<file path="src/rtl/mem_resp_replay_buffer_if.sv">
// Handshake bundle between the data-cache response side, the replay buffer
// and the pending memory request queue's replay port.
interface mem_resp_replay_buffer_if #(
   parameter int RESP_BUF_ENTRIES = 4,
   parameter int TAG_WIDTH        = 6,
   parameter int DATA_WIDTH       = 64
);
   localparam int CW = $clog2(RESP_BUF_ENTRIES) + 1;

   logic                  resp_valid_i;
   logic                  resp_ready_o;
   logic [TAG_WIDTH-1:0]  resp_tag_i;
   logic [DATA_WIDTH-1:0] resp_data_i;
   logic [2:0]            resp_size_i;
   logic [2:0]            resp_offset_i;
   logic                  flush_i;
   logic                  replay_ready_i;
   logic                  replay_valid_o;
   logic [TAG_WIDTH-1:0]  replay_tag_o;
   logic [DATA_WIDTH-1:0] replay_data_o;
   logic [CW-1:0]         count_o;
   logic                  overflow_o;

   modport slave (
      input  resp_valid_i, resp_tag_i, resp_data_i, resp_size_i, resp_offset_i,
      input  flush_i, replay_ready_i,
      output resp_ready_o, replay_valid_o, replay_tag_o, replay_data_o,
      output count_o, overflow_o
   );

   modport master (
      output resp_valid_i, resp_tag_i, resp_data_i, resp_size_i, resp_offset_i,
      output flush_i, replay_ready_i,
      input  resp_ready_o, replay_valid_o, replay_tag_o, replay_data_o,
      input  count_o, overflow_o
   );
endinterface

</file>
<file path="src/rtl/mem_resp_replay_buffer.sv">
// FIFO of out-of-order load responses, aligned and extended into one replay per cycle.
// Optional same-cycle forwarding into an empty buffer: define MEM_RESP_BYPASS_EN.
module mem_resp_replay_buffer #(
   parameter int RESP_BUF_ENTRIES = 4,
   parameter int TAG_WIDTH        = 6,
   parameter int DATA_WIDTH       = 64
) (
   input  logic                   clk_i,
   input  logic                   rst_i,
   mem_resp_replay_buffer_if.slave bus
);
   localparam int PW = $clog2(RESP_BUF_ENTRIES);
   localparam int CW = PW + 1;
   localparam logic [CW-1:0] FULL = CW'(RESP_BUF_ENTRIES);

   logic [PW-1:0]         r_head;
   logic [PW-1:0]         r_tail;
   logic [CW-1:0]         r_count;
   logic                  r_overflow;

   logic [TAG_WIDTH-1:0]  r_tag_mem  [RESP_BUF_ENTRIES];
   logic [DATA_WIDTH-1:0] r_data_mem [RESP_BUF_ENTRIES];
   logic [2:0]            r_size_mem [RESP_BUF_ENTRIES];
   logic [2:0]            r_off_mem  [RESP_BUF_ENTRIES];

   logic                  w_ready;
   logic                  w_fifo_valid;
   logic                  w_bypass;
   logic                  w_consume;
   logic                  w_push;
   logic                  w_pop;
   logic                  w_valid;
   logic [TAG_WIDTH-1:0]  w_src_tag;
   logic [DATA_WIDTH-1:0] w_src_data;
   logic [2:0]            w_src_size;
   logic [2:0]            w_src_off;
   logic [2:0]            w_off_al;
   logic [DATA_WIDTH-1:0] w_shifted;
   logic [DATA_WIDTH-1:0] w_ext;
   logic                  w_sgn;

   // Ready depends only on registered state plus flush/reset, never on replay_ready_i.
   assign w_ready      = ~rst_i & ~bus.flush_i & (r_count < FULL);
   assign w_fifo_valid = (r_count != '0) & ~bus.flush_i;

`ifdef MEM_RESP_BYPASS_EN
   assign w_bypass = (r_count == '0) & bus.resp_valid_i & ~bus.flush_i & ~rst_i;
`else
   assign w_bypass = 1'b0;
`endif

   assign w_consume = w_bypass & bus.replay_ready_i;
   assign w_push    = bus.resp_valid_i & w_ready & ~w_consume;
   assign w_pop     = w_fifo_valid & bus.replay_ready_i;
   assign w_valid   = w_fifo_valid | w_bypass;

   always_ff @(posedge clk_i) begin
      if (w_push) begin
         r_tag_mem[r_tail]  <= bus.resp_tag_i;
         r_data_mem[r_tail] <= bus.resp_data_i;
         r_size_mem[r_tail] <= bus.resp_size_i;
         r_off_mem[r_tail]  <= bus.resp_offset_i;
      end
   end

   always_ff @(posedge clk_i or posedge rst_i) begin
      if (rst_i) begin
         r_head     <= '0;
         r_tail     <= '0;
         r_count    <= '0;
         r_overflow <= 1'b0;
      end else begin
         if (bus.resp_valid_i & ~w_ready & ~bus.flush_i)
            r_overflow <= 1'b1;
         if (bus.flush_i) begin
            r_head  <= '0;
            r_tail  <= '0;
            r_count <= '0;
         end else begin
            if (w_push)
               r_tail <= r_tail + 1'b1;
            if (w_pop)
               r_head <= r_head + 1'b1;
            case ({w_push, w_pop})
               2'b10:   r_count <= r_count + 1'b1;
               2'b01:   r_count <= r_count - 1'b1;
               default: r_count <= r_count;
            endcase
         end
      end
   end

   always_comb begin
      w_src_tag  = r_tag_mem[r_head];
      w_src_data = r_data_mem[r_head];
      w_src_size = r_size_mem[r_head];
      w_src_off  = r_off_mem[r_head];
      if (w_bypass) begin
         w_src_tag  = bus.resp_tag_i;
         w_src_data = bus.resp_data_i;
         w_src_size = bus.resp_size_i;
         w_src_off  = bus.resp_offset_i;
      end
   end

   // Sub-doubleword loads drop the low offset bits that cannot be naturally aligned.
   always_comb begin
      w_off_al = 3'd0;
      case (w_src_size[1:0])
         2'd0:    w_off_al = w_src_off;
         2'd1:    w_off_al = {w_src_off[2:1], 1'b0};
         2'd2:    w_off_al = {w_src_off[2], 2'b00};
         default: w_off_al = 3'd0;
      endcase
   end

   assign w_shifted = w_src_data >> {w_off_al, 3'b000};

   always_comb begin
      w_ext = w_src_data;
      w_sgn = 1'b0;
      case (w_src_size[1:0])
         2'd0: begin
            w_sgn = ~w_src_size[2] & w_shifted[7];
            w_ext = {{(DATA_WIDTH-8){w_sgn}}, w_shifted[7:0]};
         end
         2'd1: begin
            w_sgn = ~w_src_size[2] & w_shifted[15];
            w_ext = {{(DATA_WIDTH-16){w_sgn}}, w_shifted[15:0]};
         end
         2'd2: begin
            w_sgn = ~w_src_size[2] & w_shifted[31];
            w_ext = {{(DATA_WIDTH-32){w_sgn}}, w_shifted[31:0]};
         end
         default: begin
            w_sgn = 1'b0;
            w_ext = w_src_data;
         end
      endcase
   end

   assign bus.resp_ready_o   = w_ready;
   assign bus.replay_valid_o = w_valid;
   assign bus.replay_tag_o   = w_valid ? w_src_tag : '0;
   assign bus.replay_data_o  = w_valid ? w_ext : '0;
   assign bus.count_o        = r_count;
   assign bus.overflow_o     = r_overflow;

endmodule

</file>
<file path="src/flat_wrapper.sv">
// flat-port wrapper written by rule: the top's interface ports become plain ports
module mem_resp_replay_buffer_flat 
#(
   parameter int RESP_BUF_ENTRIES = 4,
   parameter int TAG_WIDTH        = 6,
   parameter int DATA_WIDTH       = 64
)
  (clk_i, rst_i, bus_resp_valid_i, bus_resp_tag_i, bus_resp_data_i, bus_resp_size_i, bus_resp_offset_i, bus_flush_i, bus_replay_ready_i, bus_resp_ready_o, bus_replay_valid_o, bus_replay_tag_o, bus_replay_data_o, bus_count_o, bus_overflow_o);
  mem_resp_replay_buffer_if #(.RESP_BUF_ENTRIES(RESP_BUF_ENTRIES), .TAG_WIDTH(TAG_WIDTH), .DATA_WIDTH(DATA_WIDTH)) bus_i ();
  input  logic clk_i;
  input  logic rst_i;
  input wire logic [$bits(bus_i.resp_valid_i)-1:0] bus_resp_valid_i;
  input wire logic [$bits(bus_i.resp_tag_i)-1:0] bus_resp_tag_i;
  input wire logic [$bits(bus_i.resp_data_i)-1:0] bus_resp_data_i;
  input wire logic [$bits(bus_i.resp_size_i)-1:0] bus_resp_size_i;
  input wire logic [$bits(bus_i.resp_offset_i)-1:0] bus_resp_offset_i;
  input wire logic [$bits(bus_i.flush_i)-1:0] bus_flush_i;
  input wire logic [$bits(bus_i.replay_ready_i)-1:0] bus_replay_ready_i;
  output wire logic [$bits(bus_i.resp_ready_o)-1:0] bus_resp_ready_o;
  output wire logic [$bits(bus_i.replay_valid_o)-1:0] bus_replay_valid_o;
  output wire logic [$bits(bus_i.replay_tag_o)-1:0] bus_replay_tag_o;
  output wire logic [$bits(bus_i.replay_data_o)-1:0] bus_replay_data_o;
  output wire logic [$bits(bus_i.count_o)-1:0] bus_count_o;
  output wire logic [$bits(bus_i.overflow_o)-1:0] bus_overflow_o;
  assign bus_i.resp_valid_i = bus_resp_valid_i;
  assign bus_i.resp_tag_i = bus_resp_tag_i;
  assign bus_i.resp_data_i = bus_resp_data_i;
  assign bus_i.resp_size_i = bus_resp_size_i;
  assign bus_i.resp_offset_i = bus_resp_offset_i;
  assign bus_i.flush_i = bus_flush_i;
  assign bus_i.replay_ready_i = bus_replay_ready_i;
  assign bus_resp_ready_o = bus_i.resp_ready_o;
  assign bus_replay_valid_o = bus_i.replay_valid_o;
  assign bus_replay_tag_o = bus_i.replay_tag_o;
  assign bus_replay_data_o = bus_i.replay_data_o;
  assign bus_count_o = bus_i.count_o;
  assign bus_overflow_o = bus_i.overflow_o;
  mem_resp_replay_buffer #(.RESP_BUF_ENTRIES(RESP_BUF_ENTRIES), .TAG_WIDTH(TAG_WIDTH), .DATA_WIDTH(DATA_WIDTH)) u_core (.clk_i(clk_i), .rst_i(rst_i), .bus(bus_i));
endmodule
</file>
<file path="config.mk">
export PLATFORM = sky130hd
export DESIGN_NAME = mem_resp_replay_buffer_flat
export DESIGN_NICKNAME = d
export VERILOG_FILES = /design/src/rtl/mem_resp_replay_buffer_if.sv /design/src/rtl/mem_resp_replay_buffer.sv /design/src/flat_wrapper.sv
export SDC_FILE = /design/constraint.sdc
export NUM_CORES = 1
export LEC_CHECK = 0
export CORE_MARGIN = 2
export CORE_UTILIZATION = 60
export DETAILED_ROUTE_END_ITERATION = 10
export PLACE_DENSITY_LB_ADDON = 0.05
export SYNTH_ARGS = -nofsm -noshare
export SYNTH_HDL_FRONTEND = slang
export SYNTH_SLANG_ARGS = --single-unit
</file>
<file path="constraint.sdc">
create_clock -name clk_i -period 6.9 [get_ports clk_i]
set_clock_uncertainty 0.05 [all_clocks]
set_input_delay 2.07 -clock clk_i [delete_from_list [all_inputs] [get_ports clk_i]]
set_output_delay 2.07 -clock clk_i [all_outputs]
set_load 0.03 [all_outputs]
</file>
==> impl_metrics.toml <==
[detailed_routing]
wirelength_mm = 33.1
wl_per_cell_um = 25.2
vias_per_cell = 6.46
drcViolationCount = 0
firstDrtPassIters = 5
antenna_left = 0
num_vias = 8480
drt_iter0_markers = 842

[timing]
finalWorstSetupSlack_ps = 197
worst_slew_pin_slew_ps = 1100
max_slew_margin_pct = 26.8
fin_setup_tns_ps = 0
fin_crit_sh_pct = 97.1
finalSetupViolations = 0
fmax_mhz = 149
final.min_clock_period_ps = 6700
finalMaxSlewViolations = 0
hold_ws_ps = 436
hold_violations = 0
grt_setup_unrepaired = "false"

[grt]
grtUsageTotal_pct = 27.6
grt_max_degree = 72
grt_pass1_wl_mm = 49.7
grt_pass1_vias = 8490
antenna_found_initial = 0
gr-total-overflow = 0

[final_layout]
nFillCells = 1336
design_area_mm2 = 0.0165
area_growth_pct = 21.9
final_cell_mix = "edfxtp_1 (304), clkdlybuf4s50_1 (125), nand2_1 (93)"
diodes = 0
fin_util_pct = 75.0
fin_cells = 1313
layout-drive-gt1-share_pct = 19.0
fin_nets = 1095
final_common_cell = "edfxtp_1"

[setup_path]
start_kind = "register"
crit_buf_inv = 2
critical_path.cell_chain = "mux4_2, nand2b_1, a21oi_1, o211ai_1, a311oi_4, o31ai_4, buf_4, nor2_1, clkdlybuf4s50_1"
crit_path_start = "u_core.r_head[0]"
path_class = "reg2out"
crit_required_ps = 4780
slowest_delay_ps = 710
worstReg2RegStart = "u_core.bus.count_o[2]"
worstPathMaxFanout = 16
cp-end-kind = "output pin"
critical_path.top_delay_family = "compound AO/OA/AOI/OAI gates"
arrival_ps = 4580
slowest_stage = "clkdlybuf4s50_1"

[pwr]
netSwitchingFraction_pct = 26.5
clockPowerShare_pct = 34.1
finalPower_mw = 4.60
leakagePower_nw = 5.50
power_frac_comb_pct = 19.4
p_int_mw = 3.38
seq_power_share_pct = 46.4
p_per_area_mw_per_mm2 = 278
irDropWorstVdd_uv = 228
net-switching-power_mw = 1.22

[cts]
clock_latency_ps = 540
cts_made_buffers = 30
clockRootBuffer = "clkbuf_16"
cts.sinks = 312
ctsLongestPathBuffers = 3
clkTransAtPathRegs_ps = 60
h-tree-depth = 1
ctsHoldBuffers = 0
cts_tree = "yes"

[min_path]
hold_class = "reg2reg"
hp-start = "u_core.bus.overflow_o"

[place]
place_inst = 1254
post-place-ws_ps = 110
io_buffers = 156
place_area_mm2 = 0.0155
hpwl_mm = 21.0
gp_congestion = 0.903

[yosys]
synth.cell_area_mm2 = 0.0135
synthCells = 847
synth_edf_count = 304
synth_nets = 933
avgSynthCellArea_um2 = 16.0
ys_async_sr_fraction_pct = 2.56
ys_types = 57
synth_flop_cell = "edfxtp_1"
ys_warn_count = 0
yosysSeqAreaShare_pct = 68.9
synth-seq-cells = 312

[floorplanning]
die_area_mm2 = 0.0238
core-area_mm2 = 0.0220
start_util_pct = 61.5
rows = 54
io_pins = 157
die_h_um = 154
die_x_um = 154

[run_status]
status = "finished clean"

[job]
drv_cap = 0
## cell type report
cell class                      count  area (um2)  share of cell area (%)
Sequential cell                   312        9340                    56.5
Multi-Input combinational cell    476        3980                    24.1
Timing Repair Buffer              182        1880                    11.4
Clock buffer                       38         802                    4.86
Tap cell                          280         350                    2.12
Clock inverter                     18         143                   0.864
Inverter                            7        26.3                   0.159
## power by group through the flow
stage / registers (mW) / clock network [mW] / logic [mW]
3_3_place_gp: 2.17 / 0 / 0.858
2_1_floorplan: 2.17 / 0 / 0.548
3_5_place_dp: 2.18 / 0 / 0.872
6_report: 2.14 / 1.57 / 0.894
4_1_cts: 2.14 / 1.59 / 0.878
5_1_grt: 2.14 / 1.67 / 0.943
## kinds of logic (layout without fill, tap and decap cells)
| kind of cell | count (synthesis) | in the layout | synth area share (%) |
|---|---|---|---|
| mux | 98 | 99 | 14.4 |
| fa+ha+maj | 5 | 5 | 0.517 |
| buf+inv | 60 | 245 | 2.14 |
| compound gates | 113 | 113 | 5.65 |
| flops | 312 | 312 | 68.9 |
| xor+xnor | 2 | 2 | 0.129 |
| simple gates | 257 | 257 | 8.31 |
## layer usage
layer	vias up	routed length (um)	GRT usage (%)
li1	3666	-	-
met1	4218	13100	38.9
met2	518	16300	46.4
met3	78	2870	3.75
met4	0	882	7.45
met5	-	0	0
## repair_timing
| item | in CTS | in global routing |
|---|---|---|
| setup endpoints to repair | 3 | 34 |
| gates cloned | 0 | 1 |
| buffers inserted | 0 | 2 |
| gates resized for setup | 1 | 1 |
## path summary, 6_finish.rpt
path,end,slack [ps],cells past startpoint
min reg2reg,u_core.bus.overflow_o,440,1
min,u_core.bus.overflow_o,440,1
max in group asynchronous,u_core.r_head[1],4690,2
max reg2reg,u_core.bus.count_o[2],4070,10
max,bus_replay_data_o[49],200,9
min in group asynchronous,u_core.r_tail[0],1820,2
## flip-flops by register name, summed over array words and instances, names as in the netlist
| name | count |
|---|---|
| u_core.r_data_mem | 256 |
| u_core.r_tag_mem | 24 |
| u_core.r_off_mem | 12 |
| u_core.r_size_mem | 12 |
| u_core.bus.count_o | 3 |
| u_core.r_head | 2 |
| u_core.r_tail | 2 |
| u_core.bus.overflow_o | 1 |
## synthesized netlist by cell type, types with 2 or more instances
cell | instances | share of area [%]
nand2_1 | 94 | 2.6
buf_6 | 4 | 0.33
a311oi_1 | 9 | 0.58
nand2b_1 | 5 | 0.23
dfrtp_1 | 8 | 1.5
buf_2 | 16 | 0.59
a31oi_1 | 9 | 0.42
a21o_1 | 2 | 0.11
o21ai_0 | 28 | 1.0
o32a_1 | 3 | 0.22
edfxtp_1 | 304 | 67
mux4_2 | 77 | 13
o31ai_1 | 2 | 0.11
buf_1 | 3 | 0.083
mux2_2 | 4 | 0.33
nand3_1 | 34 | 1.3
clkbuf_1 | 26 | 0.72
a21oi_1 | 31 | 1.1
nor2b_1 | 3 | 0.14
and2_1 | 10 | 0.46
mux2i_1 | 17 | 1.3
nor3_1 | 3 | 0.11
ha_1 | 4 | 0.37
buf_4 | 4 | 0.22
nor2_1 | 88 | 2.4
nand4_1 | 4 | 0.18
a211oi_1 | 9 | 0.50
inv_1 | 7 | 0.19
o211ai_1 | 4 | 0.22
and3_1 | 8 | 0.37
No activity file was read; power rests on OpenSTA's default activity.
